<file path="config.mk">
export PLATFORM = sky130hd
export DESIGN_NAME = ui_control_bank
export DESIGN_NICKNAME = d
export VERILOG_FILES = /design/src/rtl/ui_control_bank.sv
export SDC_FILE = /design/constraint.sdc
export NUM_CORES = 1
export LEC_CHECK = 0
export BUFFER_PORTS_ARGS = -buffer_cell sky130_fd_sc_hd__buf_2
export CAP_MARGIN = 10
export CORE_MARGIN = 10
export CORE_UTILIZATION = 41
export DETAILED_ROUTE_END_ITERATION = 6
export PLACE_DENSITY_LB_ADDON = 0.1
export SLEW_MARGIN = 20
export SYNTH_ARGS = -nofsm -noshare
export SYNTH_HDL_FRONTEND = slang
export SYNTH_SLANG_ARGS = --single-unit
</file>
<file path="constraint.sdc">
create_clock -name clk -period 5.6 [get_ports clk]
set_clock_uncertainty 0.2 [all_clocks]
set_input_delay 1.4 -clock clk [delete_from_list [all_inputs] [get_ports clk]]
set_output_delay 1.4 -clock clk [all_outputs]
set_load 0.01 [all_outputs]
</file>
<file path="src/rtl/ui_control_bank.sv">
// Mouse-driven bank of saturating setting registers, one per horizontal screen zone.
// Supports edge-triggered steps with auto-repeat, a coarse/fine modifier and a both-button restore to default.
`timescale 1ns/1ps
module ui_control_bank #(
  parameter int               NUM_CTRL      = 4,
  parameter int               VAL_W         = 12,
  parameter logic [VAL_W-1:0] VAL_INIT      = 12'd2048,
  parameter int               VAL_MIN       = 0,
  parameter int               VAL_MAX       = 4095,
  parameter int               FINE_STEP     = 1,
  parameter int               COARSE_STEP   = 16,
  parameter int               ZONE_WIDTH    = 256,
  parameter int               REPEAT_DELAY  = 25_000_000,
  parameter int               REPEAT_PERIOD = 5_000_000
) (
  input  logic                          clk,
  input  logic                          rst,
  input  logic                          left_mouse,
  input  logic                          right_mouse,
  input  logic                          middle_mouse,
  input  logic [11:0]                   xpos,
  input  logic [11:0]                   ypos,
  output logic [NUM_CTRL*VAL_W-1:0]     values,
  output logic                          change_strobe,
  output logic [$clog2(NUM_CTRL)-1:0]   change_idx,
  output logic [$clog2(NUM_CTRL):0]     active_idx
);

  localparam int IDX_W   = $clog2(NUM_CTRL);
  localparam int SUM_W   = VAL_W + 2;
  localparam int CNT_MAX = (REPEAT_DELAY > REPEAT_PERIOD) ? REPEAT_DELAY : REPEAT_PERIOD;
  localparam int CNT_W   = $clog2(CNT_MAX) + 1;

  localparam logic [11:0]             ZONE_W_L    = 12'(ZONE_WIDTH);
  localparam logic [11:0]             NUM_CTRL_L  = 12'(NUM_CTRL);
  localparam logic [11:0]             Y_LIMIT     = 12'd600;
  localparam logic signed [SUM_W-1:0] FINE_S      = SUM_W'(FINE_STEP);
  localparam logic signed [SUM_W-1:0] COARSE_S    = SUM_W'(COARSE_STEP);
  localparam logic signed [SUM_W-1:0] MIN_S       = SUM_W'(VAL_MIN);
  localparam logic signed [SUM_W-1:0] MAX_S       = SUM_W'(VAL_MAX);
  localparam logic [CNT_W-1:0]        DELAY_LAST  = CNT_W'(REPEAT_DELAY - 1);
  localparam logic [CNT_W-1:0]        PERIOD_LAST = CNT_W'(REPEAT_PERIOD - 1);

  typedef enum logic [1:0] {ST_IDLE, ST_DELAY, ST_REPEAT, ST_LOCK} state_t;

  state_t             state_q, state_d;
  logic [CNT_W-1:0]   cnt_q, cnt_d;
  logic [IDX_W-1:0]   lat_idx_q, lat_idx_d;
  logic               lat_up_q, lat_up_d;
  logic               prev_l, prev_r;
  logic [VAL_W-1:0]   val_q [NUM_CTRL];

  logic [11:0]             zone_raw;
  logic [IDX_W-1:0]        zone;
  logic                    zone_valid;
  logic                    rise_l, rise_r;
  logic [IDX_W-1:0]        tgt_idx;
  logic                    tgt_up;
  logic signed [SUM_W-1:0] old_s, mag_s, sum_s, clamp_s;
  logic [VAL_W-1:0]        step_val;
  logic                    held, opposite;
  logic                    wr_en, wr_chg;
  logic [IDX_W-1:0]        wr_idx;
  logic [VAL_W-1:0]        wr_val;

  assign zone_raw   = xpos / ZONE_W_L;
  assign zone       = zone_raw[IDX_W-1:0];
  assign zone_valid = (zone_raw < NUM_CTRL_L) && (ypos < Y_LIMIT);
  assign rise_l     = left_mouse  & ~prev_l;
  assign rise_r     = right_mouse & ~prev_r;

  // In IDLE the step targets the zone under the cursor; while repeating it targets the latched one.
  assign tgt_idx = (state_q == ST_IDLE) ? zone        : lat_idx_q;
  assign tgt_up  = (state_q == ST_IDLE) ? right_mouse : lat_up_q;

  always_comb begin
    old_s = $signed({2'b00, val_q[tgt_idx]});
    mag_s = middle_mouse ? COARSE_S : FINE_S;
    sum_s = tgt_up ? (old_s + mag_s) : (old_s - mag_s);
    if (sum_s < MIN_S)      clamp_s = MIN_S;
    else if (sum_s > MAX_S) clamp_s = MAX_S;
    else                    clamp_s = sum_s;
    step_val = clamp_s[VAL_W-1:0];
  end

  assign held     = lat_up_q ? right_mouse : left_mouse;
  assign opposite = lat_up_q ? left_mouse  : right_mouse;

  // NOTE: every output of this block gets a default first, so no path can infer a latch.
  always_comb begin
    state_d   = state_q;
    cnt_d     = cnt_q;
    lat_idx_d = lat_idx_q;
    lat_up_d  = lat_up_q;
    wr_en     = 1'b0;
    wr_idx    = tgt_idx;
    wr_val    = step_val;
    unique case (state_q)
      ST_IDLE: begin
        if (left_mouse && right_mouse && (rise_l || rise_r)) begin
          state_d = ST_LOCK;
          if (zone_valid) begin
            wr_en  = 1'b1;
            wr_idx = zone;
            wr_val = VAL_INIT;
          end
        end else if ((rise_l ^ rise_r) && zone_valid) begin
          wr_en     = 1'b1;
          lat_idx_d = zone;
          lat_up_d  = rise_r;
          cnt_d     = '0;
          state_d   = ST_DELAY;
        end
      end
      ST_DELAY, ST_REPEAT: begin
        if (opposite) begin
          state_d = ST_LOCK;
        end else if (!held || !zone_valid || (zone != lat_idx_q)) begin
          state_d = ST_IDLE;
        end else if (cnt_q == ((state_q == ST_DELAY) ? DELAY_LAST : PERIOD_LAST)) begin
          wr_en   = 1'b1;
          cnt_d   = '0;
          state_d = ST_REPEAT;
        end else begin
          cnt_d = cnt_q + 1'b1;
        end
      end
      ST_LOCK: begin
        if (!left_mouse && !right_mouse) state_d = ST_IDLE;
      end
      default: state_d = ST_IDLE;
    endcase
  end

  assign wr_chg = wr_en && (wr_val != val_q[wr_idx]);

  // NOTE: the value array is a handful of flops, not a RAM, so it is reset like any other state.
  always_ff @(posedge clk or posedge rst) begin
    if (rst) begin
      state_q       <= ST_IDLE;
      cnt_q         <= '0;
      lat_idx_q     <= '0;
      lat_up_q      <= 1'b0;
      prev_l        <= 1'b0;
      prev_r        <= 1'b0;
      change_strobe <= 1'b0;
      change_idx    <= '0;
      active_idx    <= '1;
      for (int i = 0; i < NUM_CTRL; i++) val_q[i] <= VAL_INIT;
    end else begin
      // NOTE: non-blocking assignments here so every register samples pre-edge values.
      state_q       <= state_d;
      cnt_q         <= cnt_d;
      lat_idx_q     <= lat_idx_d;
      lat_up_q      <= lat_up_d;
      prev_l        <= left_mouse;
      prev_r        <= right_mouse;
      change_strobe <= wr_chg;
      active_idx    <= zone_valid ? {1'b0, zone} : '1;
      if (wr_en) val_q[wr_idx] <= wr_val;
      if (wr_chg) change_idx <= wr_idx;
    end
  end

  for (genvar i = 0; i < NUM_CTRL; i++) begin : g_pack
    assign values[i*VAL_W +: VAL_W] = val_q[i];
  end

endmodule
</file>
==> flow_summary.ini, run 1 <==
[sta]
setup_viol = 0
finalSetupTns_ps = 0
hold_viol = 0
slew_violations = 0
period_minus_slack_ps = 5110
max_slew_margin_pct = 46.71
rsz0062_at_grt = no
final.period_utilization_pct = 91.25
max_freq_ghz = 0.1957
tightest_slew_ps = 798.4

[critical_path]
crit_type = flip-flop to flip-flop
cp-end-kind = flip-flop
path_cells = inv_1 -> ha_1 -> mux2i_4 -> mux4_2 -> ha_1 -> nor2_1 -> and2_1 -> a41oi_1 -> o32ai_1 -> and3_1 -> a31oi_1 -> o2111ai_1 -> o31a_1 -> mux2_4
cp_num_buf_inv = 1
path_max_fanout = 18
arrival_ps = 5150
cpPeakStageDelay_ps = 730
slowest_stage = mux2i_4
crit_top_cell = ha_1
start_kind = flip-flop
cp.required_ps = 5640
cp_top_family = multiplexers

[power_and_ir_drop]
power_density_nw_per_um2 = 368.5
ir_drop_mv = 0.1601
power_leakage_nw = 2.916

[cells_and_area]
syn_to_final_growth_pct = 17.94
final_core_util_pct = 48.95
multi_input_area_um2 = 2872
num_antenna_cells = 0
layout-drive-gt1-share_pct = 31.61
num-nets-final = 634
fillers = 1208
area.sequential_um2 = 2186

[floorplanning]
io-pin-count = 83
num_rows = 41
dieHeight_um = 132.6
die_w_um = 132.6
start_util_pct = 41.50
dieArea_um2 = 17570
coreArea_um2 = 12520

[clocking]
postCtsSetupRepairBufs = 0
worstSkewPairLatency_ps = 350
cts_buffers = 9
ctsResizeCount = 0
tritoncts = yes
clock-root-buffer = clkbuf_16
hold_buffers = 0
clk_pin_slew_ps = 60
clock_sinks = 87
cts_buffer_depth = 2
cts-htree-levels = 3

[synthesis]
synthFlopType = dfrtp_1
syn_inst = 514
synth.avg_cell_area_um2 = 10.11
synthArstFlopShare_pct = 100.0
ys_ff_latch = 87
synth_top_area_share_pct = 38.54
ys_warn_count = 0
yosysSeqAreaShare_pct = 42.08
synth_top_area_cell = dfrtp_1
synth_nets = 555
netlist_area_um2 = 5195
ys_types = 62
synth-edff-count = 0
synth_area_leaders = dfrtp_1 39%, mux2_2 11%, nor2_1 4.0%

[drt]
vias = 4224
vias_per_cell = 5.486
wl_um = 13250
first_pass_iters = 5
drt_iter0_markers = 257
ant_nets = 0
wire_per_inst_um = 17.20
drc_errors = 0

[grt]
grt_pass1_wl_um = 22320
antenna_found_initial = 0
grt_max_degree = 47
first_global_vias = 4318
grt_usage_pct = 15.37
grt_overflow = 0

[placed_design]
gp_congestion = 0.8980
post-dp-hpwl_um = 9735
port_buffers = 71

[run_status]
status = complete, no violations

[worst_hold_path]
worstHoldPathType = flip-flop to flip-flop

[flow_run]
maxCapViolCount = 0
==> cell families after synthesis <==
| family | Yosys count | share of synthesized area (%) |
|---|---|---|
| multiplexers | 75 | 18.30 |
| adder cells (fa/ha/maj) | 12 | 2.890 |
| AO/OA/AOI/OAI | 83 | 10.55 |
| AND/OR/NAND/NOR | 196 | 19.03 |
| XOR/XNOR | 26 | 4.383 |
| buffers and inverters | 35 | 2.770 |
| flip-flops | 87 | 42.08 |
==> per-stage QoR <==
stage	setup WS, ps	cells	hold WS, ps	power [W]	cell area [um^2]
2_1_floorplan	437.7	514	257.1	0.001382	5195
3_3_place_gp	305.2	754	278.0	0.001607	5809
3_5_place_dp	220.1	754	281.8	0.001616	5809
4_1_cts	491.9	770	297.3	0.002276	6127
5_1_grt	129.0	770	327.9	0.002408	6127
6_report	490.0	770	307.4	0.002258	6127
==> per-layer routing <==
metal / track usage (%) / wire, um / part of all wire [%]
met3: 3.596 / 592 / 4.5
met5: 0 / 0 / 0
met4: 5.990 / 255 / 1.9
met1: 18.97 / 5941 / 45
met2: 25.39 / 6457 / 49
==> flip-flops by register name (all words and copies together), names as in the netlist <==
name,cells
lat_up_q,1
change_idx,2
state_q,2
lat_idx_q,2
prev_l,1
cnt_q,26
change_strobe,1
active_idx,3
prev_r,1
values,48
==> worst paths after layout <==
kind | from | to | slack, ps | cells after the start
worst max-delay path | state_q[1] | change_idx[0] | 490 | 14
worst min-delay path | cnt_q[1] | cnt_q[1] | 310 | 2
worst max register to register | state_q[1] | change_idx[0] | 490 | 14
worst min register to register | cnt_q[1] | cnt_q[1] | 310 | 2
max in group asynchronous | rst | cnt_q[10] | 3180 | 3
min in group asynchronous | rst | values[16] | 980 | 2
==> synthesized netlist by cell type, types with 3 or more instances <==
master    number
a21o_1         6
a21oi_1       23
a31oi_1        3
and2_1         3
and3_1         6
buf_1          4
buf_2          4
clkbuf_1       9
dfrtp_1       80
dfstp_2        7
ha_1          12
inv_1         16
mux2_2        53
mux2i_1       10
mux4_2         9
nand2_1       45
nand2b_1       7
nand3_1       12
nand3b_1       3
nand4_1        8
nor2_1        56
nor2b_1        6
nor3_1        16
nor4_1         8
o211ai_1       5
o21ai_0       21
o22ai_1        3
or2_2          5
or3_1          7
or3b_2         3
xnor2_1       10
xor2_1        16
==> worst register-to-register path: stages (launching register included) <==
cell       delay [ps]
dfrtp_1           400
inv_1             110
ha_1              610
mux2i_4           730
mux4_2            470
ha_1              360
nor2_1             90
and2_1            160
a41oi_1           340
o32ai_1           240
and3_1            230
a31oi_1           200
o2111ai_1         180
o31a_1            380
mux2_4            300
==> cells in the final DEF, fill, tap and decap left out, drive strengths merged, types with 3 or more instances in the layout <==
master,n
o211ai,5
xor2,16
mux2,54
or3b,3
clkbuf,13
nor2,56
nor4,9
or2,6
o22ai,3
nand2,45
ha,12
and3,6
or3,7
xnor2,10
inv,15
a31oi,3
nand3b,3
nand2b,7
dfrtp,80
nand4,8
nor3,16
mux4,9
dfstp,7
o31ai,3
buf,87
and2,3
mux2i,12
a21oi,23
a21o,6
o21ai,21
nand3,13
nor2b,6
==> power breakdown <==
part	switching (W)	total (W)	internal [W]
clock network	0.000245	0.000648	0.000404
logic	0.000527	0.000877	0.000350
registers	0.0000516	0.000732	0.000681
==> final cells by class <==
cell class | instances | area share [%]
Multi-Input combinational cell | 392 | 46.87
Sequential cell | 87 | 35.67
Timing Repair Buffer | 87 | 7.760
Clock buffer | 13 | 4.084
Tap cell | 172 | 3.512
Clock inverter | 3 | 1.103
Inverter | 16 | 1.001
Power figures use the tool's default switching activity.
==> run 2, diff against run 1 <==
--- a/config.mk
+++ b/config.mk
@@ -8,7 +8,7 @@
 export BUFFER_PORTS_ARGS = -buffer_cell sky130_fd_sc_hd__buf_2
 export CAP_MARGIN = 10
 export CORE_MARGIN = 10
-export CORE_UTILIZATION = 41
+export CORE_UTILIZATION = 40
 export DETAILED_ROUTE_END_ITERATION = 6
 export PLACE_DENSITY_LB_ADDON = 0.1
 export SLEW_MARGIN = 20
==> flow_summary.ini, run 2 (synthesis gave the netlist of run 1 again) <==
[placed_design]
gp_congestion = 0.8527
placed_cells = 755
post-dp-hpwl_um = 10010
dp_slack_ps = 203.4
port_buffers = 71

[floorplanning]
die_w_um = 134.0
coreArea_um2 = 12670
dieArea_um2 = 17950
num_rows = 41
io-pin-count = 83
dieHeight_um = 134.0
start_util_pct = 41.00

[sta]
max_slew_margin_pct = 50.32
rsz0062_at_grt = no
setup_viol = 0
hold_viol = 0
max_freq_ghz = 0.1957
finalSetupTns_ps = 0
period_minus_slack_ps = 5111
slew_violations = 0
final.period_utilization_pct = 91.27
tightest_slew_ps = 738.4
setup_ws_ps = 488.9

[clocking]
clock_sinks = 87
cts-htree-levels = 3
tritoncts = yes
clock-root-buffer = clkbuf_16
postCtsSetupRepairBufs = 0
worstSkewPairLatency_ps = 350
cts_buffer_depth = 2
clk_pin_slew_ps = 60
cts_buffers = 9
hold_buffers = 0
ctsResizeCount = 0

[drt]
drt_iter0_markers = 226
vias = 4146
drc_errors = 0
ant_nets = 0
wire_per_inst_um = 17.33
vias_per_cell = 5.377
wl_um = 13360
first_pass_iters = 4

[grt]
grt_max_degree = 53
grt_overflow = 0
grt_usage_pct = 15.25
antenna_found_initial = 0
first_global_vias = 4356
grt_pass1_wl_um = 22400

[power_and_ir_drop]
p_int_w = 0.001395
pwr-share-clk_pct = 27.8
power_leakage_nw = 2.916
p_sw_share_pct = 37.41
power_density_nw_per_um2 = 363.8
netSwitchingPower_w = 0.0008334
ir_drop_mv = 0.2474
pwr-share-comb_pct = 39.4
p_total_w = 0.002228
seqPwrFrac_pct = 32.8

[critical_path]
arrival_ps = 5150
slowest_stage = mux2i_4
path_cells = inv_1 -> ha_1 -> mux2i_4 -> mux4_2 -> inv_1 -> ha_1 -> nand2_1 -> o22ai_1 -> nor3_1 -> o32ai_1 -> nand2_1 -> o32a_1 -> o2111ai_1 -> o31a_1 -> mux2_4
cpPeakStageDelay_ps = 730
cp.required_ps = 5630
path_max_fanout = 18
reg2reg_depth = 15
crit_type = flip-flop to flip-flop
cp-end-kind = flip-flop
start_kind = flip-flop

[cells_and_area]
final_cells = 771
final_common_cell = dfrtp_1
num-nets-final = 635
largest_reg_flops = 48
layout_common_cells = 80 x dfrtp_1, 71 x buf_2, 56 x nor2_1, 53 x mux2_2, 45 x nand2_1
num_antenna_cells = 0
syn_to_final_growth_pct = 17.87
layout-drive-gt1-share_pct = 32.22

[flow_run]
maxCapViolCount = 0

[run_status]
status = complete, no violations

[worst_hold_path]
holdPathStages = 2
worstHoldPathType = flip-flop to flip-flop
-- run 2: final cells by class --
type | count | area, um^2
Sequential cell | 87 | 2186
Inverter | 16 | 61.31
Clock buffer | 10 | 239.0
Tap cell | 172 | 215.2
Clock inverter | 6 | 67.56
Timing Repair Buffer | 88 | 483.0
Multi-Input combinational cell | 392 | 2872
Fill cell | 1214 | 6548
-- run 2: worst max-delay path, delay by kind of cell, from the launching register on --
kind,cells,cell delay (ps)
AOI/OAI and AO/OA,5,1580
muxes,3,1510
adders and majority gates,2,780
DFF,1,400
and+or+nand+nor,3,330
buffers and inverters,2,180
-- run 2: final timing paths --
kind	to	slack, ps	start
max	change_idx[0]	490	state_q[1]
min	cnt_q[1]	310	cnt_q[1]
max reg2reg	change_idx[0]	490	state_q[1]
min reg2reg	cnt_q[1]	310	cnt_q[1]
max in group asynchronous	cnt_q[11]	3210	rst
min in group asynchronous	values[4]	890	rst
-- run 2: metal layers --
metal / track usage, % / routed length, um / vias up
li1: - / - / 2037
met1: 17.69 / 5649 / 2005
met2: 25.85 / 6691 / 86
met3: 4.668 / 731 / 18
met4: 5.744 / 289 / 0
met5: 0 / 0 / -
-- run 2: metrics by stage --
stage	utilization, %	hold slack [ps]	area [um^2]
final	48.33	307.2	6123
after global routing	48.33	321.0	6123
after CTS	48.33	305.6	6123
after detailed placement	45.91	291.9	5817
after global placement	45.91	281.2	5817
after floorplan	-	257.1	5195
-- run 2: power groups by stage --
stage          Clock [W]  Combinational, W  Sequential (W)
6_report        0.000619          0.000877        0.000732
3_5_place_dp           0          0.000881        0.000744
4_1_cts         0.000643          0.000885        0.000733
2_1_floorplan          0          0.000638        0.000743
5_1_grt         0.000668          0.000984        0.000740
3_3_place_gp           0          0.000870        0.000741
